$ cat config.mk
export PLATFORM = sky130hd
export DESIGN_NAME = instr_fetch_flat
export DESIGN_NICKNAME = d
export VERILOG_FILES = /design/src/rtl/instr_fetch_if.sv /design/src/rtl/instr_fetch.sv /design/src/flat_wrapper.sv
export SDC_FILE = /design/constraint.sdc
export NUM_CORES = 1
export LEC_CHECK = 0
export ABC_AREA = 1
export CELL_PAD_IN_SITES_DETAIL_PLACEMENT = 0
export CELL_PAD_IN_SITES_GLOBAL_PLACEMENT = 2
export CORE_MARGIN = 8
export CORE_UTILIZATION = 28
export DETAILED_ROUTE_END_ITERATION = 16
export HOLD_SLACK_MARGIN = 0.1
export PLACE_DENSITY = 0.76
export SETUP_SLACK_MARGIN = 0.15
export SYNTH_ARGS = -nofsm -noshare
export SYNTH_HDL_FRONTEND = slang
export SYNTH_SLANG_ARGS = --single-unit
$ cat constraint.sdc
create_clock -name clk -period 2.05 [get_ports clk]
set_input_delay 0.3075 -clock clk [delete_from_list [all_inputs] [get_ports clk]]
set_output_delay 0.3075 -clock clk [all_outputs]
set_load 0.05 [all_outputs]
$ cat src/rtl/instr_fetch_if.sv
// ----------------------------------------------------------------------------
// instr_fetch_if
// Instruction-memory request/response channel between the fetch stage and
// instruction memory.
//
// Signals:
//   imem_req_valid_out  fetch -> mem   request valid
//   imem_req_addr_out   fetch -> mem   word-aligned fetch address
//   imem_req_ready_in   mem -> fetch   memory accepts the request this cycle
//   imem_resp_valid_in  mem -> fetch   response data valid
//   imem_resp_data_in   mem -> fetch   instruction word
//
// Modports: master (fetch stage), slave (instruction memory).
// ----------------------------------------------------------------------------
interface instr_fetch_if;
    logic        imem_req_valid_out;
    logic [31:0] imem_req_addr_out;
    logic        imem_req_ready_in;
    logic        imem_resp_valid_in;
    logic [31:0] imem_resp_data_in;

    modport master (
        output imem_req_valid_out,
        output imem_req_addr_out,
        input  imem_req_ready_in,
        input  imem_resp_valid_in,
        input  imem_resp_data_in
    );

    modport slave (
        input  imem_req_valid_out,
        input  imem_req_addr_out,
        output imem_req_ready_in,
        output imem_resp_valid_in,
        output imem_resp_data_in
    );
endinterface

$ cat src/rtl/instr_fetch.sv
// ----------------------------------------------------------------------------
// instr_fetch
// Instruction fetch stage. Holds the PC, issues one word request at a time to
// instruction memory, and presents registered (address, word, valid) to decode.
// A one-entry skid buffer absorbs a response that arrives while decode holds.
// A jump redirects the PC and squashes any in-flight or buffered fetch.
//
// Ports:
//   clk                 clock, rising edge
//   rst                 synchronous reset, active-high
//   if_jump_en_in       redirect request
//   if_jump_addr_in     redirect target, bits [1:0] ignored
//   if_hold_in          decode stall; decode outputs frozen while high
//   imem                instr_fetch_if.master request/response channel
//   if_instr_addr_out   address of presented instruction
//   if_instr_out        presented instruction word
//   if_instr_valid_out  presented instruction valid
//
// Optional build macro IF_PERF_CNT_EN adds:
//   if_perf_fetch_cnt_out  instructions delivered to decode (wrapping)
//   if_perf_stall_cnt_out  cycles with hold=1 and valid=1 (wrapping)
// ----------------------------------------------------------------------------
module instr_fetch #(
    parameter logic [31:0] RESET_PC = 32'h0000_0000
) (
    input  logic                 clk,
    input  logic                 rst,
    input  logic                 if_jump_en_in,
    input  logic [31:0]          if_jump_addr_in,
    input  logic                 if_hold_in,
    instr_fetch_if.master        imem,
    output logic [31:0]          if_instr_addr_out,
    output logic [31:0]          if_instr_out,
    output logic                 if_instr_valid_out
`ifdef IF_PERF_CNT_EN
    ,
    output logic [31:0]          if_perf_fetch_cnt_out,
    output logic [31:0]          if_perf_stall_cnt_out
`endif
);

    localparam logic [1:0] S_REQ  = 2'd0;  // request asserted
    localparam logic [1:0] S_WAIT = 2'd1;  // one request outstanding
    localparam logic [1:0] S_FULL = 2'd2;  // skid buffer holds an instruction

    logic [1:0]  state_q, state_d;
    logic [31:0] pc_q, pc_d;
    logic [31:0] pc_inflight_q, pc_inflight_d;
    logic        kill_q, kill_d;
    logic [31:0] buf_addr_q, buf_addr_d;
    logic [31:0] buf_data_q, buf_data_d;
    logic [31:0] out_addr_d, out_instr_d;
    logic        out_valid_d;
    logic        deliver;

    logic unused_jump_lsb;
    assign unused_jump_lsb = ^if_jump_addr_in[1:0];

    assign imem.imem_req_valid_out = (state_q == S_REQ) && !rst;
    assign imem.imem_req_addr_out  = pc_q;

    always_comb begin
        state_d       = state_q;
        pc_d          = pc_q;
        pc_inflight_d = pc_inflight_q;
        kill_d        = kill_q;
        buf_addr_d    = buf_addr_q;
        buf_data_d    = buf_data_q;
        out_addr_d    = if_instr_addr_out;
        out_instr_d   = if_instr_out;
        out_valid_d   = if_instr_valid_out;
        deliver       = 1'b0;

        // Without hold, the output defaults to a bubble unless refilled below.
        if (!if_hold_in) begin
            out_valid_d = 1'b0;
        end

        if (if_jump_en_in) begin
            pc_d        = {if_jump_addr_in[31:2], 2'b00};
            out_valid_d = 1'b0;
            // A request still in flight after this edge must have its
            // response discarded.
            if (((state_q == S_WAIT) && !imem.imem_resp_valid_in) ||
                ((state_q == S_REQ) && imem.imem_req_ready_in)) begin
                state_d = S_WAIT;
                kill_d  = 1'b1;
            end else begin
                state_d = S_REQ;
                kill_d  = 1'b0;
            end
        end else begin
            unique case (state_q)
                S_REQ: begin
                    if (imem.imem_req_ready_in) begin
                        pc_inflight_d = pc_q;
                        state_d       = S_WAIT;
                    end
                end
                S_WAIT: begin
                    if (imem.imem_resp_valid_in) begin
                        state_d = S_REQ;
                        if (kill_q) begin
                            kill_d = 1'b0;
                        end else begin
                            pc_d = pc_inflight_q + 32'd4;
                            if (!if_hold_in) begin
                                out_addr_d  = pc_inflight_q;
                                out_instr_d = imem.imem_resp_data_in;
                                out_valid_d = 1'b1;
                                deliver     = 1'b1;
                            end else begin
                                buf_addr_d = pc_inflight_q;
                                buf_data_d = imem.imem_resp_data_in;
                                state_d    = S_FULL;
                            end
                        end
                    end
                end
                S_FULL: begin
                    if (!if_hold_in) begin
                        out_addr_d  = buf_addr_q;
                        out_instr_d = buf_data_q;
                        out_valid_d = 1'b1;
                        deliver     = 1'b1;
                        state_d     = S_REQ;
                    end
                end
                default: state_d = S_REQ;
            endcase
        end
    end

    always_ff @(posedge clk) begin
        if (rst) begin
            state_q            <= S_REQ;
            pc_q               <= RESET_PC;
            pc_inflight_q      <= 32'd0;
            kill_q             <= 1'b0;
            buf_addr_q         <= 32'd0;
            buf_data_q         <= 32'd0;
            if_instr_addr_out  <= 32'd0;
            if_instr_out       <= 32'd0;
            if_instr_valid_out <= 1'b0;
        end else begin
            state_q            <= state_d;
            pc_q               <= pc_d;
            pc_inflight_q      <= pc_inflight_d;
            kill_q             <= kill_d;
            buf_addr_q         <= buf_addr_d;
            buf_data_q         <= buf_data_d;
            if_instr_addr_out  <= out_addr_d;
            if_instr_out       <= out_instr_d;
            if_instr_valid_out <= out_valid_d;
        end
    end

`ifdef IF_PERF_CNT_EN
    logic [31:0] fetch_cnt_q;
    logic [31:0] stall_cnt_q;

    always_ff @(posedge clk) begin
        if (rst) begin
            fetch_cnt_q <= 32'd0;
            stall_cnt_q <= 32'd0;
        end else begin
            if (deliver) begin
                fetch_cnt_q <= fetch_cnt_q + 32'd1;
            end
            if (if_hold_in && if_instr_valid_out) begin
                stall_cnt_q <= stall_cnt_q + 32'd1;
            end
        end
    end

    assign if_perf_fetch_cnt_out = fetch_cnt_q;
    assign if_perf_stall_cnt_out = stall_cnt_q;
`else
    logic unused_deliver;
    assign unused_deliver = deliver;
`endif

endmodule

$ cat src/flat_wrapper.sv
// flat-port wrapper written by rule: the top's interface ports become plain ports
module instr_fetch_flat 
#(
    parameter logic [31:0] RESET_PC = 32'h0000_0000
)
  (clk, rst, if_jump_en_in, if_jump_addr_in, if_hold_in, if_instr_addr_out, if_instr_out, if_instr_valid_out, imem_imem_req_valid_out, imem_imem_req_addr_out, imem_imem_req_ready_in, imem_imem_resp_valid_in, imem_imem_resp_data_in);
  instr_fetch_if imem_i ();
  input  logic clk;
  input  logic rst;
  input  logic if_jump_en_in;
  input  logic [31:0] if_jump_addr_in;
  input  logic if_hold_in;
  output logic [31:0] if_instr_addr_out;
  output logic [31:0] if_instr_out;
  output logic if_instr_valid_out;
  output wire logic [$bits(imem_i.imem_req_valid_out)-1:0] imem_imem_req_valid_out;
  output wire logic [$bits(imem_i.imem_req_addr_out)-1:0] imem_imem_req_addr_out;
  input wire logic [$bits(imem_i.imem_req_ready_in)-1:0] imem_imem_req_ready_in;
  input wire logic [$bits(imem_i.imem_resp_valid_in)-1:0] imem_imem_resp_valid_in;
  input wire logic [$bits(imem_i.imem_resp_data_in)-1:0] imem_imem_resp_data_in;
  assign imem_imem_req_valid_out = imem_i.imem_req_valid_out;
  assign imem_imem_req_addr_out = imem_i.imem_req_addr_out;
  assign imem_i.imem_req_ready_in = imem_imem_req_ready_in;
  assign imem_i.imem_resp_valid_in = imem_imem_resp_valid_in;
  assign imem_i.imem_resp_data_in = imem_imem_resp_data_in;
  instr_fetch #(.RESET_PC(RESET_PC)) u_core (.clk(clk), .rst(rst), .if_jump_en_in(if_jump_en_in), .if_jump_addr_in(if_jump_addr_in), .if_hold_in(if_hold_in), .imem(imem_i), .if_instr_addr_out(if_instr_addr_out), .if_instr_out(if_instr_out), .if_instr_valid_out(if_instr_valid_out));
endmodule
After elaboration in Yosys (flattened, before gate mapping) --
Cells that the tools add are included.
Storage, ports and cells: flip-flop bits (word level) 196, bits of input ports 70, logic and storage cells 72
Operators by class: multiplexer cells 31, bitwise gates (word level) 2, equality and inequality tests 10, $add $sub $neg 1, reduce and logical (&&, ||, !) cells 18
Operators by type and width (count):
- $mux W32 | 12
- $pmux W32 S2 | 2
- $add A32 B3 Y32 const B | 1
- $mux W2 | 6
- $reduce_and A3 Y1 | 4
- $ne A2 B2 Y1 const B | 5
- $mux W1 | 9
- $ne A3 B3 Y1 const B | 3
- $pmux W2 S3 | 1
- $reduce_and A6 Y1 | 1
- $reduce_bool A2 Y1 | 3
- $reduce_and A5 Y1 | 1
- $logic_and A1 B1 Y1 | 3
- $eq A2 B1 Y1 const B | 1
- $eq A2 B2 Y1 const B | 1
- $logic_not A1 Y1 | 2
- $logic_not A2 Y1 | 1
- $not A1 Y1 | 2
- $pmux W1 S2 | 1
- $reduce_and A2 Y1 | 1
- $reduce_or A2 Y1 | 1
- $logic_or A1 B1 Y1 | 1

Depth between registers and ports, before layout --
Gate-level depths: netlist of the first run.
word-level depth 5, gate-level depth with buffers 11, gate-level depth less buffers 10

Worst setup path after synthesis of the first run --
No wires, ideal clock.
path type input -> output, from input port rst, to output port imem_imem_req_valid_out, arrival time 1.361 ns, buffers on the path 2, setup slack 0.381 ns, cell stages on the path 3, required time 1.742 ns, cells stage by stage clkbuf_1 > clkbuf_1 > nor2_1
On the way: word-level cells in the longest chain between the ends 2
RTL lines:
- start, declared | RTL line flat_wrapper.sv:9 | input logic rst;
- $logic_not A1 Y1 | RTL line instr_fetch.sv:59 | assign imem.imem_req_valid_out = (state_q == S_REQ) && !rst;
- $logic_and A1 B1 Y1 | RTL line instr_fetch.sv:59
- end, declared | RTL line flat_wrapper.sv:16 | output wire logic [$bits(imem_i.imem_req_valid_out)-1:0] imem_imem_req_valid_out;
No other way between the ends.

Final worst setup path of the first run --
from register u_core.state_q[0], to output port imem_imem_req_valid_out
On the way: word-level cells in the longest chain between the ends 2
RTL lines:
- start, declared | RTL line instr_fetch.sv:46 | logic [1:0] state_q, state_d;
- start signal, assigned | RTL line instr_fetch.sv:146 | state_q <= state_d;
- $logic_not A2 Y1 | RTL line instr_fetch.sv:59
- $logic_and A1 B1 Y1 | RTL line instr_fetch.sv:59
No other way between the ends.

==> metrics.txt, run 1 <==
CP Launch Type=flip-flop; DRT antenna net count=0; wire per inst=about 15 µm; final setup vio count=0; worst path required time=1.74 ns; largest net degree at the start of global routing=118; Synth Cell Area=about 8600 µm²; Slew Limit Fails=0; Layout Area Growth over Synthesis=31.9%; drc violations=0; Ant. Diodes=0; Fmax=about 560 MHz; vias per cell=4.52; sequential cell area fraction in the yosys report=a little under half; Primary FF master, synth=dfxtp_1; #FFs+latches synth=196; syn_area_per_cell=between 7 and 8 µm²; Post-Route Skew=0.0115 ns; row cnt=64; most common library cells after synthesis=nand2_1 (224), o21ai_0 (222), dfxtp_1 (196); core area=30300 µm²; clk root buf=clkbuf_16; Final HPWL DP=19600 µm; CTS tree=yes; RSZ-0062 raised after global routing=true; Die Area=36400 µm²; fin crit period=about 1.8 ns; fin nets=1440; drt total wl=27400 µm; routability cong.=0.836; Setup Total Neg Slack=0 ns; xor and xnor area share after synthesis=less than 1%; Hold WC Path Type=input pin to flip-flop; vias=8018; most common cell in the netlist=nand2_1; ys async rst share=0%; Pleak=4.61 nW; adder and majority cell fraction of the synthesized area=0.585%; hold_buf cts=0; Critical Path End Type=output pin; crit path max fanout=3; Max Root-Sink Buffers=2; power density cells=823 nW/µm²; initial antenna violation count=0; first-pass GRT wire length=43200 µm; synth unique cells=32; status=complete, no violations; mux cell area share after synthesis=between 1 and 1.5%; Cell Count, Final, Fillers Out=1775; normalized max-slew margin=a little over three fifths; Syn Inst Count=1221; Setup Crit Path Kind=flip-flop to output pin; Clock Sinks=roughly 200; post-synth top area share=45.9%; maximum VDD drop=~0.55 mV; H-tree levels=4; largest family of logic cells by synthesized area=compound AO/OA/AOI/OAI gates; IO Pins=168; die width=191 µm; # placed instances=1741; cell taking the most area after synthesis=dfxtp_1; final hold vios=0; 1st-pass router iterations=5; post-layout util=37.2%; total CTS buffers=17; GR Util All Layers=14.9%; Iter 0 DRT Violations=504; number of synthesized flops with an enable pin=0; Simple-Gate Fraction of Synth Area=20.0%; Total Power=9.29 mW; die height=roughly 190 µm; Compound-Gate Fraction of Synth Area=22.6%; synth warn=0; Synth area leaders=dfxtp_1 (46%), o21ai_0 (13%), nand2_1 (9.8%), a21oi_1 (7.5%), nor2_1 (7.0%); number of global-route vias before repair=7756; IO buf count=between 150 and 200; Critical Path AT=1.47 ns; Starting Density=28.2%; layout cell share with drive strength beyond 1=6.24%; Worst Tran Pin Value=0.560 ns; Clock transition at path regs=0.08 ns; max-cap viol count=0; Worst-Skew Late Latency=~0.43 ns; syn_nets=1295; total gr overflow=0; period utilization=86.9%
## per-layer routing
metal / share of wire (%) / track usage [%] / vias to the layer above
met5: 0 / 0 / -
met3: 3.9 / 2.58 / 17
met2: 43 / 22.5 / 151
li1: - / - / 4258
met4: 0.77 / 3.67 / 0
met1: 52 / 21.5 / 3592
## sequential cells by signal, indices dropped and copies added, names as in the netlist
name	count
u_core.buf_data_q	32
u_core.imem.imem_req_addr_out	32
u_core.if_instr_addr_out	32
u_core.state_q	2
u_core.if_instr_out	32
u_core.buf_addr_q	32
u_core.pc_inflight_q	32
u_core.if_instr_valid_out	1
u_core.kill_q	1
## placed cells by master (no fill, tap or decap), types with 2 or more instances in the layout
cell type | synthesis | routed
inv_1 | 116 | 114
mux2i_1 | 11 | 11
clkbuf_16 | 0 | 18
nand3_1 | 41 | 41
o21ai_1 | 13 | 15
a31oi_1 | 10 | 10
nand2_1 | 224 | 223
inv_6 | 0 | 4
clkdlybuf4s50_1 | 0 | 66
dlygate4sd2_1 | 0 | 91
clkinv_4 | 0 | 2
clkinv_2 | 1 | 4
o211ai_1 | 2 | 2
clkbuf_1 | 44 | 2
dfxtp_1 | 196 | 196
nor3_1 | 2 | 2
clkinvlp_4 | 0 | 3
nor2_1 | 160 | 159
nor2_2 | 1 | 2
buf_12 | 0 | 14
dlymetal6s2s_1 | 0 | 3
nand4_1 | 2 | 2
buf_4 | 18 | 24
a21oi_1 | 129 | 129
o21ai_0 | 222 | 220
ha_1 | 4 | 2
inv_2 | 2 | 3
ha_4 | 0 | 2
nand2_2 | 2 | 3
## what timing repair did
action,4_1_cts,5_1_grt
setup endpoints to repair,91,94
pin swaps,0,0
buffers inserted,0,1
hold endpoints to repair,0,0
gates cloned,0,1
gates resized for setup,91,15
## cells by family (layout without fill, tap and decap cells)
family | after synthesis | in the layout
XOR/XNOR | 1 | 1
adder cells (fa/ha/maj) | 4 | 4
buffers and inverters | 195 | 353
AND/OR/NAND/NOR | 434 | 434
multiplexers | 11 | 11
AO/OA/AOI/OAI | 380 | 380
flip-flops | 196 | 196
## layout make-up
class	instances	area, µm²
repair buffers	201	2000
well taps	396	495
fillers	3270	19100
inverters	120	463
flip-flops and latches	196	3920
multi-input cells	830	3840
clock buffers	19	433
clock inverters	13	129
## critical path, stage by stage, from the launching register on
cell and delay [ns]:
dfxtp_1 0.34, inv_1 0.15, ha_1 0.22, inv_1 0.05
nor2_1 0.08, buf_4 0.20
## final timing paths
check / cells past startpoint / from / to / slack [ns]
worst max-delay path: 5 / u_core.state_q[0] / imem_imem_req_valid_out / 0.27
worst min-delay path: 4 / rst / u_core.imem.imem_req_addr_out[2] / 0.28
worst max register to register: 6 / u_core.state_q[0] / u_core.if_instr_addr_out[20] / 0.32
worst min register to register: 2 / u_core.imem.imem_req_addr_out[28] / u_core.pc_inflight_q[28] / 0.47
## through the flow
stage               worst slack, ns  instance area [µm²]  hold WS [ns]
floorplan                     0.381                 8550         0.444
global placement             0.0283                10800         0.453
detailed placement           0.0314                10800         0.457
CTS                           0.150                11200         0.256
global route                  0.150                11300         0.297
finish                        0.269                11300         0.279
## report_power, final
part	internal (mW)	switching [mW]	total [mW]	leakage, nW
sequential	4.04	0.165	4.21	1.60
combinational	0.582	1.21	1.79	2.74
clock	1.70	1.59	3.29	0.271
No activity file was read; power rests on OpenSTA's default activity.
==> run 2: changes to the inputs <==
ABC_CLOCK_PERIOD_IN_PS = 2050   (was unset)
==> results of run 2 <==
The final DEF is identical to that of run 1; final timing and power are the same.
